### src/rtl/svd_jacobi_sched.sv
// Jacobi-schedule sequencer for the SVD CORDIC datapath: per column pair a vectoring
// pass, a rotation pass, then a write-back handshake. Optional abort input: JACOBI_ABORT_EN.
module svd_jacobi_sched #(
    parameter int N_COLS  = 4,
    parameter int IDX_W   = 2,
    parameter int ITER    = 16,
    parameter int SHIFT_W = 4,
    parameter int SWEEPS  = 6,
    parameter int SWEEP_W = 3
) (
    input  logic               clk,
    input  logic               rst_n,
    input  logic               start,
    input  logic               wb_ack,
`ifdef JACOBI_ABORT_EN
    input  logic               abort,
`endif
    output logic               busy,
    output logic               done,
    output logic               iter_valid,
    output logic               phase,
    output logic               sel,
    output logic [SHIFT_W-1:0] shift_bit,
    output logic [IDX_W-1:0]   p_idx,
    output logic [IDX_W-1:0]   q_idx,
    output logic               wb_req,
    output logic [SWEEP_W-1:0] sweep_cnt
);

    localparam logic [SHIFT_W-1:0] ITER_LAST  = SHIFT_W'(ITER - 1);
    localparam logic [IDX_W-1:0]   Q_LAST     = IDX_W'(N_COLS - 1);
    localparam logic [IDX_W-1:0]   P_LAST     = IDX_W'(N_COLS - 2);
    localparam logic [IDX_W-1:0]   Q_FIRST    = IDX_W'(1);
    localparam logic [SWEEP_W-1:0] SWEEP_LAST = SWEEP_W'(SWEEPS - 1);

    typedef enum logic [2:0] {IDLE, VEC, ROT, WB, DONE} state_t;

    state_t             state, state_nxt;
    logic [SHIFT_W-1:0] iter, iter_nxt;
    logic [IDX_W-1:0]   p, p_nxt, q, q_nxt;
    logic [SWEEP_W-1:0] sweep, sweep_nxt;
    logic               abort_req;

`ifdef JACOBI_ABORT_EN
    assign abort_req = abort;
`else
    assign abort_req = 1'b0;
`endif

    always_ff @(posedge clk) begin
        if (!rst_n) begin
            state <= IDLE;
            iter  <= '0;
            p     <= '0;
            q     <= Q_FIRST;
            sweep <= '0;
        end else begin
            state <= state_nxt;
            iter  <= iter_nxt;
            p     <= p_nxt;
            q     <= q_nxt;
            sweep <= sweep_nxt;
        end
    end

    always_comb begin
        state_nxt = state;
        iter_nxt  = iter;
        p_nxt     = p;
        q_nxt     = q;
        sweep_nxt = sweep;
        // Abort outranks every other transition, including the write-back advance.
        if (abort_req && state != IDLE) begin
            state_nxt = IDLE;
            iter_nxt  = '0;
            p_nxt     = '0;
            q_nxt     = Q_FIRST;
            sweep_nxt = '0;
        end else begin
            case (state)
                IDLE: begin
                    if (start) begin
                        state_nxt = VEC;
                        iter_nxt  = '0;
                        p_nxt     = '0;
                        q_nxt     = Q_FIRST;
                        sweep_nxt = '0;
                    end
                end
                VEC, ROT: begin
                    if (iter == ITER_LAST) begin
                        state_nxt = (state == VEC) ? ROT : WB;
                        iter_nxt  = '0;
                    end else begin
                        iter_nxt = iter + 1'b1;
                    end
                end
                WB: begin
                    if (wb_ack) begin
                        state_nxt = VEC;
                        iter_nxt  = '0;
                        if (q < Q_LAST) begin
                            q_nxt = q + 1'b1;
                        end else if (p < P_LAST) begin
                            p_nxt = p + 1'b1;
                            q_nxt = p + IDX_W'(2);
                        end else if (sweep == SWEEP_LAST) begin
                            state_nxt = DONE;
                        end else begin
                            sweep_nxt = sweep + 1'b1;
                            p_nxt     = '0;
                            q_nxt     = Q_FIRST;
                        end
                    end
                end
                DONE: begin
                    state_nxt = IDLE;
                    iter_nxt  = '0;
                    p_nxt     = '0;
                    q_nxt     = Q_FIRST;
                    sweep_nxt = '0;
                end
                default: state_nxt = IDLE;
            endcase
        end
    end

    always_comb begin
        busy       = (state != IDLE);
        done       = 1'b0;
        iter_valid = 1'b0;
        phase      = 1'b0;
        sel        = 1'b0;
        shift_bit  = '0;
        wb_req     = 1'b0;
        p_idx      = '0;
        q_idx      = '0;
        sweep_cnt  = '0;
        case (state)
            VEC, ROT: begin
                iter_valid = 1'b1;
                phase      = (state == ROT);
                sel        = (iter != '0);
                shift_bit  = iter;
            end
            WB:      wb_req = 1'b1;
            DONE:    done   = 1'b1;
            default: ;
        endcase
        if (state != IDLE) begin
            p_idx     = p;
            q_idx     = q;
            sweep_cnt = sweep;
        end
    end

endmodule

### config.mk
export PLATFORM = sky130hd
export DESIGN_NAME = svd_jacobi_sched
export DESIGN_NICKNAME = d
export VERILOG_FILES = /design/src/rtl/svd_jacobi_sched.sv
export SDC_FILE = /design/constraint.sdc
export NUM_CORES = 1
export LEC_CHECK = 0
export CAP_MARGIN = 20
export CELL_PAD_IN_SITES_DETAIL_PLACEMENT = 1
export CELL_PAD_IN_SITES_GLOBAL_PLACEMENT = 2
export CORE_ASPECT_RATIO = 1.5
export CORE_UTILIZATION = 26
export CTS_CLUSTER_DIAMETER = 150
export DETAILED_ROUTE_END_ITERATION = 10
export GPL_TIMING_DRIVEN = 0
export PLACE_DENSITY = 0.78
export RECOVER_POWER = 25
export SYNTH_ARGS = -nofsm -noshare
export SYNTH_HDL_FRONTEND = slang
export SYNTH_SLANG_ARGS = --single-unit
### constraint.sdc
create_clock -name clk -period 1.4 [get_ports clk]
set_input_delay 0.28 -clock clk [delete_from_list [all_inputs] [get_ports clk]]
set_output_delay 0.28 -clock clk [all_outputs]
set_load 0.05 [all_outputs]
# After elaboration in Yosys (flattened, before gate mapping)
# Index checks and enable logic that the tools add are counted.
# W data, S select, Z words.
dict set report op_classes {
  n_addsub 5
  n_lt_le_gt_ge 2
  eq_ne 14
  n_mux 39
  n_reduce_logical 11
}
# cell count
set op_table {}
lappend op_table {{$mux W3} 12}
lappend op_table {{$mux W2} 12}
lappend op_table {{$pmux W3 S3} 2}
lappend op_table {{$mux W4} 4}
lappend op_table {{$pmux W4 S4} 1}
lappend op_table {{$ne A2 B2 Y1 const B} 6}
lappend op_table {{$pmux W2 S3} 2}
lappend op_table {{$reduce_bool A4 Y1} 2}
lappend op_table {{$eq A3 B2 Y1 const B} 2}
lappend op_table {{$eq A3 B3 Y1 const B} 2}
lappend op_table {{$mux W1} 6}
lappend op_table {{$reduce_and A3 Y1} 2}
lappend op_table {{$reduce_and A6 Y1} 1}
lappend op_table {{$reduce_bool A3 Y1} 2}
lappend op_table {{$reduce_and A5 Y1} 1}
lappend op_table {{$add A2 B1 Y2 const B} 2}
lappend op_table {{$add A4 B1 Y4 const B} 1}
lappend op_table {{$eq A4 B4 Y1 const B} 1}
lappend op_table {{$lt A2 B2 Y1 const B} 2}
lappend op_table {{$ne A4 B4 Y1 const B} 1}
lappend op_table {{$reduce_and A4 Y1} 1}
lappend op_table {{$add A3 B1 Y3 const B} 1}
lappend op_table {{$eq A3 B1 Y1 const B} 1}
lappend op_table {{$logic_not A3 Y1} 1}
lappend op_table {{other kinds (3)} 3}
dict set report word_totals {
  regBits 14
  inputBits 4
  output_inout_bits 17
  elab_cells 76
}

# Logic depth before layout (Yosys ltp)
# Gate-level depths: netlist (run 1).
dict set report logic_depth {
  word_depth 6
  ltp_mapped 6
  ltp_nobuf 6
}

# Worst setup path after synthesis (run 1)
# OpenSTA, ideal clock, no wires.
dict set report synth_timing {
  path_kind {register -> output}
  startpoint {reg state[1]}
  endpoint {out shift_bit[2]}
  arrival_time_ps 1955
  required_ps 1120
  slack_ps -835
  path_stages_with_launch 5
  path_buffers 1
  cell_sequence {dfxtp_1 -> buf_4 -> xnor2_1 -> nor2_1 -> and2_1}
}
dict set report synth_via {
  elab_chain_cells 3
  word_cells_on_any_way 4
  classes_between {eq/ne: 2; mux: 1; reduce/logical: 1}
}
# item line
set synth_lines {}
lappend synth_lines {{start: declaration} 38} ;# state_t state, state_nxt;
lappend synth_lines {{start signal: assignment} 58} ;# state <= state_nxt;
lappend synth_lines {{$eq A3 B1 Y1 or $eq A3 B2 Y1 (tied branches)} 139} ;# case (state)
lappend synth_lines {{$reduce_or A2 Y1 *} 139}
lappend synth_lines {{$mux W4 *} 139}
lappend synth_lines {{end: declaration} 23} ;# output logic [SHIFT_W-1:0] shift_bit,
# Mark *: on every way between the ends. The rest lies on a longest branch, timed or not.

# Final worst setup path (run 1)
dict set report layout_timing {
  startpoint {reg state[0]}
  endpoint {out busy}
}
dict set report layout_via {
  elab_chain_cells 1
}
# item line
set layout_lines {}
lappend layout_lines {{$reduce_bool A3 Y1} 129} ;# busy = (state != IDLE);
lappend layout_lines {{end: declaration} 18} ;# output logic busy,
# No other way between the ends.

==> results_dict.tcl, run 1 <==
set metrics [dict create \
    antennaDiodeCount 0 \
    drive_above_1_share_pct 62.94 \
    slowest_stage "dfxtp_4" \
    slew_violations 0 \
    wl_per_cell_um 19.09 \
    port_buffers 20 \
    ys_warn_count 0 \
    synth_xor_area_share_pct 0.8997 \
    fp.dieW_um 51.96 \
    utilization_pct 55.25 \
    synth-seq-cells 14 \
    syn_inst 119 \
    p_leak_nw 0.7411 \
    area_growth_pct 97.56 \
    multi_input_area_sq_um 907.1 \
    crit_path_end_kind "primary output" \
    cts_max_level 1 \
    route.met2.wl_mm 2.337 \
    critPathMaxFanout 8 \
    cap_viol_max_count 0 \
    hold_buffers 0 \
    regArea_sq_um 290.3 \
    path_clk_slew_ps 60 \
    worstPathArrival_ps 1360 \
    synth_edf_count 0 \
    num_rows 26 \
    cts_made_buffers 3 \
    gr-total-overflow 0 \
    cts_sinks 14 \
    gp_congestion 0.7400 \
    post-place-ws_ps -822.0 \
    detailed_place_hpwl_mm 2.242 \
    max_stage_delay_ps 380 \
    grt_antenna_before_repair 0 \
    synth.avg_cell_area_sq_um 8.180 \
    clock_latency_ps 240 \
    top_layer "met4" \
    layout.nets 181 \
    cp-start-kind "flop" \
    min_path_cells 2 \
    hold_viol 0 \
    period_share_pct 117.0 \
    drt.antenna.violating_nets 0 \
    dr_wl_met3_um 144 \
    grt_setup_unrepaired "yes" \
    violations "setup timing" \
    worst_slew_pin_slew_ps 321.9 \
    fp.coreArea_sq_um 3481 \
    yosysSeqAreaShare_pct 28.79 \
    start_util_pct 27.97 \
    cp_cell_sequence "clkbuf_16 -> nor3_4 -> buf_12 -> inv_1 -> buf_6" \
    synthFlopType "dfxtp_1" \
    pin_count 21 \
    whs_ps 509.4 \
    met1_length_mm 1.424 \
    slew_headroom_pct 78.48 \
    synthMuxAreaShare_pct 3.085 \
    setup_ws_ps -237.7 \
    clk_path_buf_depth 2 \
    cts-root-buf "clkbuf_8" \
    die_area_sq_um 3998 \
    hp-class "flop to flop" \
    ys_types 39 \
    peakVddDrop_v 0.001273 \
    syn_area_sq_um 973.4 \
    mappedNetlistNets 128 \
    grt_pass1_vias 1168 \
    fmax_mhz 610.6 \
    fin_cells 212 \
    synthArstFlopShare_pct 0 \
    period_needed_ps 1638 \
    rr_worst_depth 6 \
    grt_pass1_wl_mm 5.471 \
    die_h_um 76.94 \
    skew_ps 3.996 \
    synthAdderAreaFrac_pct 6.427 \
    drc 0 \
    vias 1131 \
    dp_cells 181 \
    power_density_nw_per_um2 1551 \
    outcome "complete, but fails checks" \
    dr.pass1.iters 4 \
    crit_required_ps 1120 \
    path_class "flop to primary output" \
    post_drt_via_cell_ratio 5.335 \
    grt_max_degree 11 \
    grt.total_usage_pct 18.13 \
    fillers 375 \
    wirelength_mm 4.048 \
    synthSimpleGateAreaFrac_pct 32.01 \
    cts_tree "yes" \
    finalSetupViolCount 30 \
    synth_compound_gate_area_share_pct 21.85 \
    initialDrtViolationCount 13 \
    tns_ps -5278 \
    synth_top_family_by_area "simple AND/OR/NAND/NOR gates" \
]
-- sequential cells by signal, indices dropped and copies added, names as in the netlist --
signal and flops:
state 3, p 2, sweep 3, q 2, iter 4
-- area by class of cell --
| type | count | area share, % |
|---|---|---|
| plain buffers | 7 | 5.075 |
| clock buffers | 3 | 2.147 |
| inverters | 6 | 1.171 |
| multi-input cells | 92 | 47.17 |
| flip-flops and latches | 14 | 15.09 |
| well taps | 42 | 2.733 |
| repair buffers | 48 | 26.61 |
-- through the flow --
stage	cell area (sq um)	power [mW]
2_1_floorplan	1117	1.530
3_3_place_gp	1370	1.829
3_5_place_dp	1370	1.860
4_1_cts	1695	2.668
5_1_grt	1923	3.120
6_report	1923	2.982
-- worst paths after layout --
kind | endpoint | from | slack [ps]
worst max-delay path | busy | state[0] | -240
worst min-delay path | sweep[1] | sweep[1] | 510
worst max register to register | sweep[1] | state[2] | -230
worst min register to register | sweep[1] | sweep[1] | 510
-- worst max-delay path: cells and delay by family, from the launching register on --
| family | cells | cell delay (ps) |
|---|---|---|
| AND/OR/NAND/NOR | 1 | 190 |
| buffers and inverters | 4 | 530 |
| flip-flops | 1 | 380 |
-- layer usage --
layer,GRT usage [%],vias up
met2,34.74,37
met1,18.82,548
met5,0,-
met4,6.216,0
li1,-,529
met3,2.381,17
-- cell usage after synthesis, drive strengths merged, types with 4 or more instances --
library cell / instances / share of area (%)
nor2: 9 / 3.5
o21ai: 4 / 2.1
ha: 5 / 6.4
dfxtp: 14 / 29
nand2: 10 / 3.9
and2: 5 / 3.2
clkbuf: 4 / 1.5
a21oi: 5 / 2.6
a31oi: 4 / 2.6
nor2b: 7 / 4.5
inv: 6 / 2.3
nor3: 5 / 2.6
-- cell families (layout without fill, tap and decap cells) --
group	after synthesis	after routing
flops	14	14
xor+xnor	1	1
mux	3	3
buf+inv	13	64
fa+ha+maj	5	5
compound gates	27	27
simple gates	56	56
-- cells in the final DEF (no fill, tap or decap), types with 3 or more instances in the layout --
master / Yosys / layout
dfxtp_2: 0 / 5
nor2b_4: 0 / 3
dfxtp_1: 14 / 8
buf_6: 2 / 24
and2_4: 0 / 3
nor3_4: 0 / 3
nor2_1: 9 / 5
nand3_1: 3 / 3
buf_4: 1 / 16
inv_1: 6 / 5
nor2b_2: 0 / 3
nand2_1: 10 / 10
ha_2: 0 / 3
buf_8: 0 / 6
a31oi_1: 4 / 4
mux2i_1: 3 / 3
clkbuf_8: 0 / 3
nand2b_1: 3 / 3
-- where the power goes --
group,switching [mW],internal (mW)
logic,1.10,1.01
clock network,0.151,0.190
registers,0.0691,0.460
total,1.32,1.66
-- repair_timing --
| action | in CTS | in global routing |
|---|---|---|
| pin swaps | 9 | 16 |
| setup endpoints to repair | 30 | 31 |
| gates cloned | 0 | 0 |
| resized for setup | 146 | 36 |
| buffers inserted | 15 | 14 |
| hold endpoints to repair | 0 | 0 |
Note: power is estimated with default switching activity, not from simulation.
==> run 2, diff against run 1 <==
- PLACE_DENSITY: 0.78 -> 0.76
==> run 2 against run 1 <==
  * Core utilization rose by 3.4 points
  * Global-route usage is 2.4 points higher
  * The flow still finishes with violations (setup timing)
  * Critical path depth is the same
  * Sequential power hardly changed
  * Die area did not move
  * Worst hold slack got worse by 6.9 ps
  * Combinational power grew 7%
  * Wire length increased by 0.69%
  * Sequential share of layout area decreased by 0.57 points
  * Design area up 6.2%
  * Register-to-register slack hardly changed
==> results_dict.tcl, run 2 (synthesized netlist as in run 1, its figures left out) <==
set metrics [dict create \
    grt_pass1_vias 1216 \
    die_h_um 76.94 \
    grt_antenna_before_repair 0 \
    period_needed_ps 1668 \
    reg2reg_to "state[1]" \
    min_from "sweep[1]" \
    cts_made_buffers 3 \
    drive_above_1_share_pct 70.29 \
    fmax_mhz 599.4 \
    slew_violations 0 \
    cts-root-buf "clkbuf_8" \
    skew_ps 3.582 \
    cap_viol_max_count 0 \
    clk_path_buf_depth 2 \
    setup_ws_ps -268.5 \
    whs_ps 502.5 \
    drt.antenna.violating_nets 0 \
    slew_headroom_pct 77.37 \
    regToRegStartpoint "state[1]" \
    die_area_sq_um 3998 \
    layout_common_cells "buf_6 (23), buf_4 (20), nand2_1 (9)" \
    final_common_cell "buf_6" \
    dr.pass1.iters 4 \
    antennaDiodeCount 0 \
    grt_max_degree 11 \
    p_leak_nw 0.7772 \
    pin_count 21 \
    tns_ps -4937 \
    fillers 364 \
    min_to "sweep[1]" \
    crit_path_end_kind "primary output" \
    reg_top3 "iter x4, state x3, sweep x3" \
    period_share_pct 119.2 \
    grt_pass1_wl_mm 6.072 \
    critPathMaxFanout 6 \
    area_growth_pct 109.8 \
    layout.nets 185 \
    finalSetupViolCount 30 \
    start_util_pct 27.97 \
    port_buffers 20 \
    worst_slew_pin_slew_ps 335.9 \
    multi_input_area_sq_um 979.7 \
    clock_latency_ps 250 \
    path_class "flop to primary output" \
    worstPathArrival_ps 1390 \
    outcome "complete, but fails checks" \
    power_density_nw_per_um2 1569 \
    num_rows 26 \
    top_register "iter" \
    fp.dieW_um 51.96 \
    cts_sinks 14 \
    vias 1151 \
    cts_max_level 1 \
    min_path_cells 2 \
    r2r_setup_slack_ps -230 \
    fp.coreArea_sq_um 3481 \
    gr-total-overflow 0 \
    peakVddDrop_v 0.001145 \
    crit_required_ps 1120 \
    post_drt_via_cell_ratio 5.304 \
    cp-start-kind "flop" \
    wirelength_mm 4.076 \
    wl_per_cell_um 18.78 \
    hp-class "flop to flop" \
    detailed_place_hpwl_mm 2.199 \
    rr_worst_depth 6 \
    drc 0 \
    hold_viol 0 \
    grt.total_usage_pct 20.57 \
    largest_reg_flops 4 \
    cts_tree "yes" \
    initialDrtViolationCount 14 \
    regArea_sq_um 296.5 \
    worstSetupStartpoint "state[1]" \
    gp_congestion 0.7200 \
    path_clk_slew_ps 70 \
    violations "setup timing" \
    grt_setup_unrepaired "yes" \
]
[run 2: cell count changes in the layout (fill, tap and decap cells not counted), sizes merged]
| cell | previous run | this run |
|---|---|---|
| clkdlybuf4s50 | 2 | 1 |
| dlymetal6s2s | 0 | 1 |
| buf | 48 | 53 |
[run 2: where the power goes]
group | switching [mW] | total [mW] | internal (mW) | leakage (nW)
registers | 0.0680 | 0.527 | 0.458 | 0.117
logic | 1.17 | 2.26 | 1.09 | 0.631
clock network | 0.167 | 0.417 | 0.250 | 0.0288
total | 1.40 | 3.20 | 1.80 | 0.777
[run 2: layer usage]
layer / share of wire [%] / track usage [%] / vias to the layer above
li1: - / - / 542
met1: 39 / 20.67 / 579
met2: 57 / 39.10 / 24
met3: 2.3 / 2.778 / 6
met4: 1.4 / 9.189 / 0
met5: 0 / 0 / -
[run 2: layout make-up]
| class | count | share of cell area (%) |
|---|---|---|
| Buffer | 5 | 3.186 |
| Sequential cell | 14 | 14.52 |
| Tap cell | 42 | 2.574 |
| Clock buffer | 4 | 2.696 |
| Multi-Input combinational cell | 92 | 47.98 |
| Inverter | 6 | 1.103 |
| Timing Repair Buffer | 54 | 27.94 |
[run 2: timing repair]
item	in CTS	in global routing
buffers inserted	20	14
hold buffers	0	0
resized for setup	145	58
endpoints found under the hold margin	0	0
endpoints found under the setup margin	31	31
pin swaps	18	18
[run 2: worst max-delay path by stage]
stage | depth (start not counted) | to | slack [ps]
after floorplan | 4 | busy | -220
after global placement | 5 | busy | -780
after detailed placement | 5 | busy | -850
after CTS | 6 | busy | -280
after global routing | 5 | shift_bit[2] | -300
final | 5 | shift_bit[2] | -270
[run 2: critical path: stages (launching register included)]
cell and delay, ps:
dfxtp_2 340, buf_8 140, xnor2_4 270, nor2_4 80, and2_4 170, buf_8 140
[run 2: per-stage QoR]
step,util (%),worst slack [ps],power [mW],std cells,cell area [sq um]
floorplan,-,-223.7,1.530,119,1117
global placement,39.36,-778.4,1.836,181,1370
detailed placement,39.36,-847.9,1.848,181,1370
CTS,49.86,-276.1,2.755,205,1735
global route,58.66,-304.0,3.364,217,2042
finish,58.66,-268.5,3.204,217,2042
==> run 3, diff against run 2 <==
- CORE_UTILIZATION: 26 -> 28
- PLACE_DENSITY: 0.76 -> 0.77
- SLEW_MARGIN: unset -> 20
- clock period: 1.4 -> 1.9 ns (I/O delays scaled with it)
==> run 3 against run 2 <==
  * Largest cell class unchanged
  * Critical endpoint is now shift_bit[1]
  * Sequential share of layout area up 6.0 points
  * Wire length down 23%
  * The run now ends clean
  * First-iteration DRC count fell by 29%
==> results_dict.tcl, run 3 (synthesized netlist as in run 1, its figures left out) <==
set metrics [dict create \
    outcome "complete, no violations" \
    power_density_nw_per_um2 1124 \
    fp.coreArea_sq_um 3222 \
    layout.nets 160 \
    crit_path_end_kind "primary output" \
    cts-root-buf "clkbuf_8" \
    fin_cells 189 \
    dr.pass1.iters 4 \
    cap_viol_max_count 0 \
    fillers 390 \
    final_common_cell "dfxtp_1" \
    wl_per_cell_um 16.53 \
    worstPathArrival_ps 1490 \
    fp.dieW_um 50.14 \
    gr-total-overflow 0 \
    grt_max_degree 11 \
    worst_slew_pin_slew_ps 483.2 \
    p_leak_nw 0.5517 \
    port_buffers 20 \
    num_rows 25 \
    cts_tree "yes" \
    period_needed_ps 1869 \
    hold_buffers 0 \
    whs_ps 518.8 \
    antennaDiodeCount 0 \
    path_class "flop to primary output" \
    largest_reg_flops 4 \
    layout_common_cells "dfxtp_1 (12), nand2_1 (10), buf_2 (9)" \
    finalSetupViolCount 0 \
    cp_cell_sequence "buf_6 -> clkbuf_16 -> buf_12 -> nor3_1 -> clkbuf_4" \
    hold_viol 0 \
    peakVddDrop_v 0.0006006 \
    skew_ps 8.407 \
    fmax_mhz 535.2 \
    max_stage_delay_ps 320 \
    hp-class "flop to flop" \
    vias 1007 \
    grt_setup_unrepaired "no" \
    slew_headroom_pct 67.79 \
    start_util_pct 30.21 \
    slowest_stage "dfxtp_2" \
    grt.total_usage_pct 18.22 \
    slew_violations 0 \
    top_register "iter" \
    initialDrtViolationCount 10 \
    min_path_cells 2 \
    clk_path_buf_depth 2 \
    cts_made_buffers 3 \
    clock_latency_ps 250 \
    wirelength_mm 3.124 \
    die_h_um 74.22 \
    cts_sinks 14 \
    path_clk_slew_ps 70 \
    drc 0 \
    reg_top3 "iter x4, state x3, sweep x3" \
    area_growth_pct 42.54 \
    crit_required_ps 1520 \
    grt_pass1_wl_mm 5.099 \
    grt_pass1_vias 1047 \
    period_share_pct 98.34 \
    critPathMaxFanout 6 \
    rr_worst_depth 6 \
    drt.antenna.violating_nets 0 \
    pin_count 21 \
    cts_max_level 1 \
    grt_antenna_before_repair 0 \
    gp_congestion 0.7860 \
    drive_above_1_share_pct 34.23 \
    post_drt_via_cell_ratio 5.328 \
    dp_cells 179 \
    die_area_sq_um 3721 \
    detailed_place_hpwl_mm 2.236 \
    cp-start-kind "flop" \
]
-- run 3: changes by cell type in the layout (fill, tap and decap cells not counted), sizes merged --
cell	before	now
buf	53	21
dlygate4sd2	1	0
clkbuf	7	10
dlymetal6s2s	1	0
clkdlybuf4s15	0	3
dlygate4sd3	0	2
-- run 3: worst max-delay path, delay by kind of cell, from the launching register on --
family | cells | cell delay (ps)
buf+inv | 4 | 680
flops | 1 | 320
simple gates | 1 | 230
-- run 3: power breakdown --
part           total, mW  internal, mW  switching (mW)
logic              0.929         0.349           0.581
registers          0.379         0.334          0.0449
clock network      0.252         0.140           0.112
total               1.56         0.823           0.737
-- run 3: final cells by class --
| cell class | count | area, sq um | area share [%] |
|---|---|---|---|
| clock buffers | 3 | 41.29 | 2.976 |
| inverters | 6 | 22.52 | 1.623 |
| well taps | 40 | 50.05 | 3.607 |
| plain buffers | 7 | 76.32 | 5.500 |
| repair buffers | 27 | 231.5 | 16.68 |
| multi-input cells | 92 | 680.7 | 49.05 |
| flip-flops and latches | 14 | 285.3 | 20.56 |
-- run 3: repair_timing --
| action | in CTS | in global routing |
|---|---|---|
| hold endpoints to repair | 0 | 0 |
| endpoints found under the setup margin | 17 | 16 |
| gates resized for setup | 91 | 12 |
| pin swaps | 2 | 1 |
| setup buffers | 3 | 5 |
-- run 3: worst paths after layout --
path | to | startpoint | slack (ps)
hold / removal | p[1] | p[0] | 520
hold reg to reg | p[1] | p[0] | 520
setup / recovery | shift_bit[1] | state[2] | 30
setup reg to reg | sweep[1] | state[2] | 200
-- run 3: stage by stage --
stage               setup TNS, ps  utilization (%)  instance area (sq um)  total power, mW  setup slack (ps)
finish                          0            43.07                   1388            1.560             31.46
detailed placement          -9914            39.07                   1259            1.219             -1008
floorplan                   -1052                -                   1008           0.9842            -198.8
global route                    0            43.07                   1388            1.670             1.593
global placement            -9224            39.07                   1259            1.201            -935.6
CTS                        -20.55            42.14                   1358            1.581            -11.16
-- run 3: per-layer routing --
layer / vias to the layer above / wire length, um / GRT usage (%) / part of all wire, %
met5: - / 0 / 0 / 0
met4: 0 / 66 / 7.937 / 2.1
met3: 8 / 100 / 2.454 / 3.2
met2: 23 / 1739 / 35.56 / 56
met1: 483 / 1218 / 18.91 / 39
li1: 493 / - / - / -
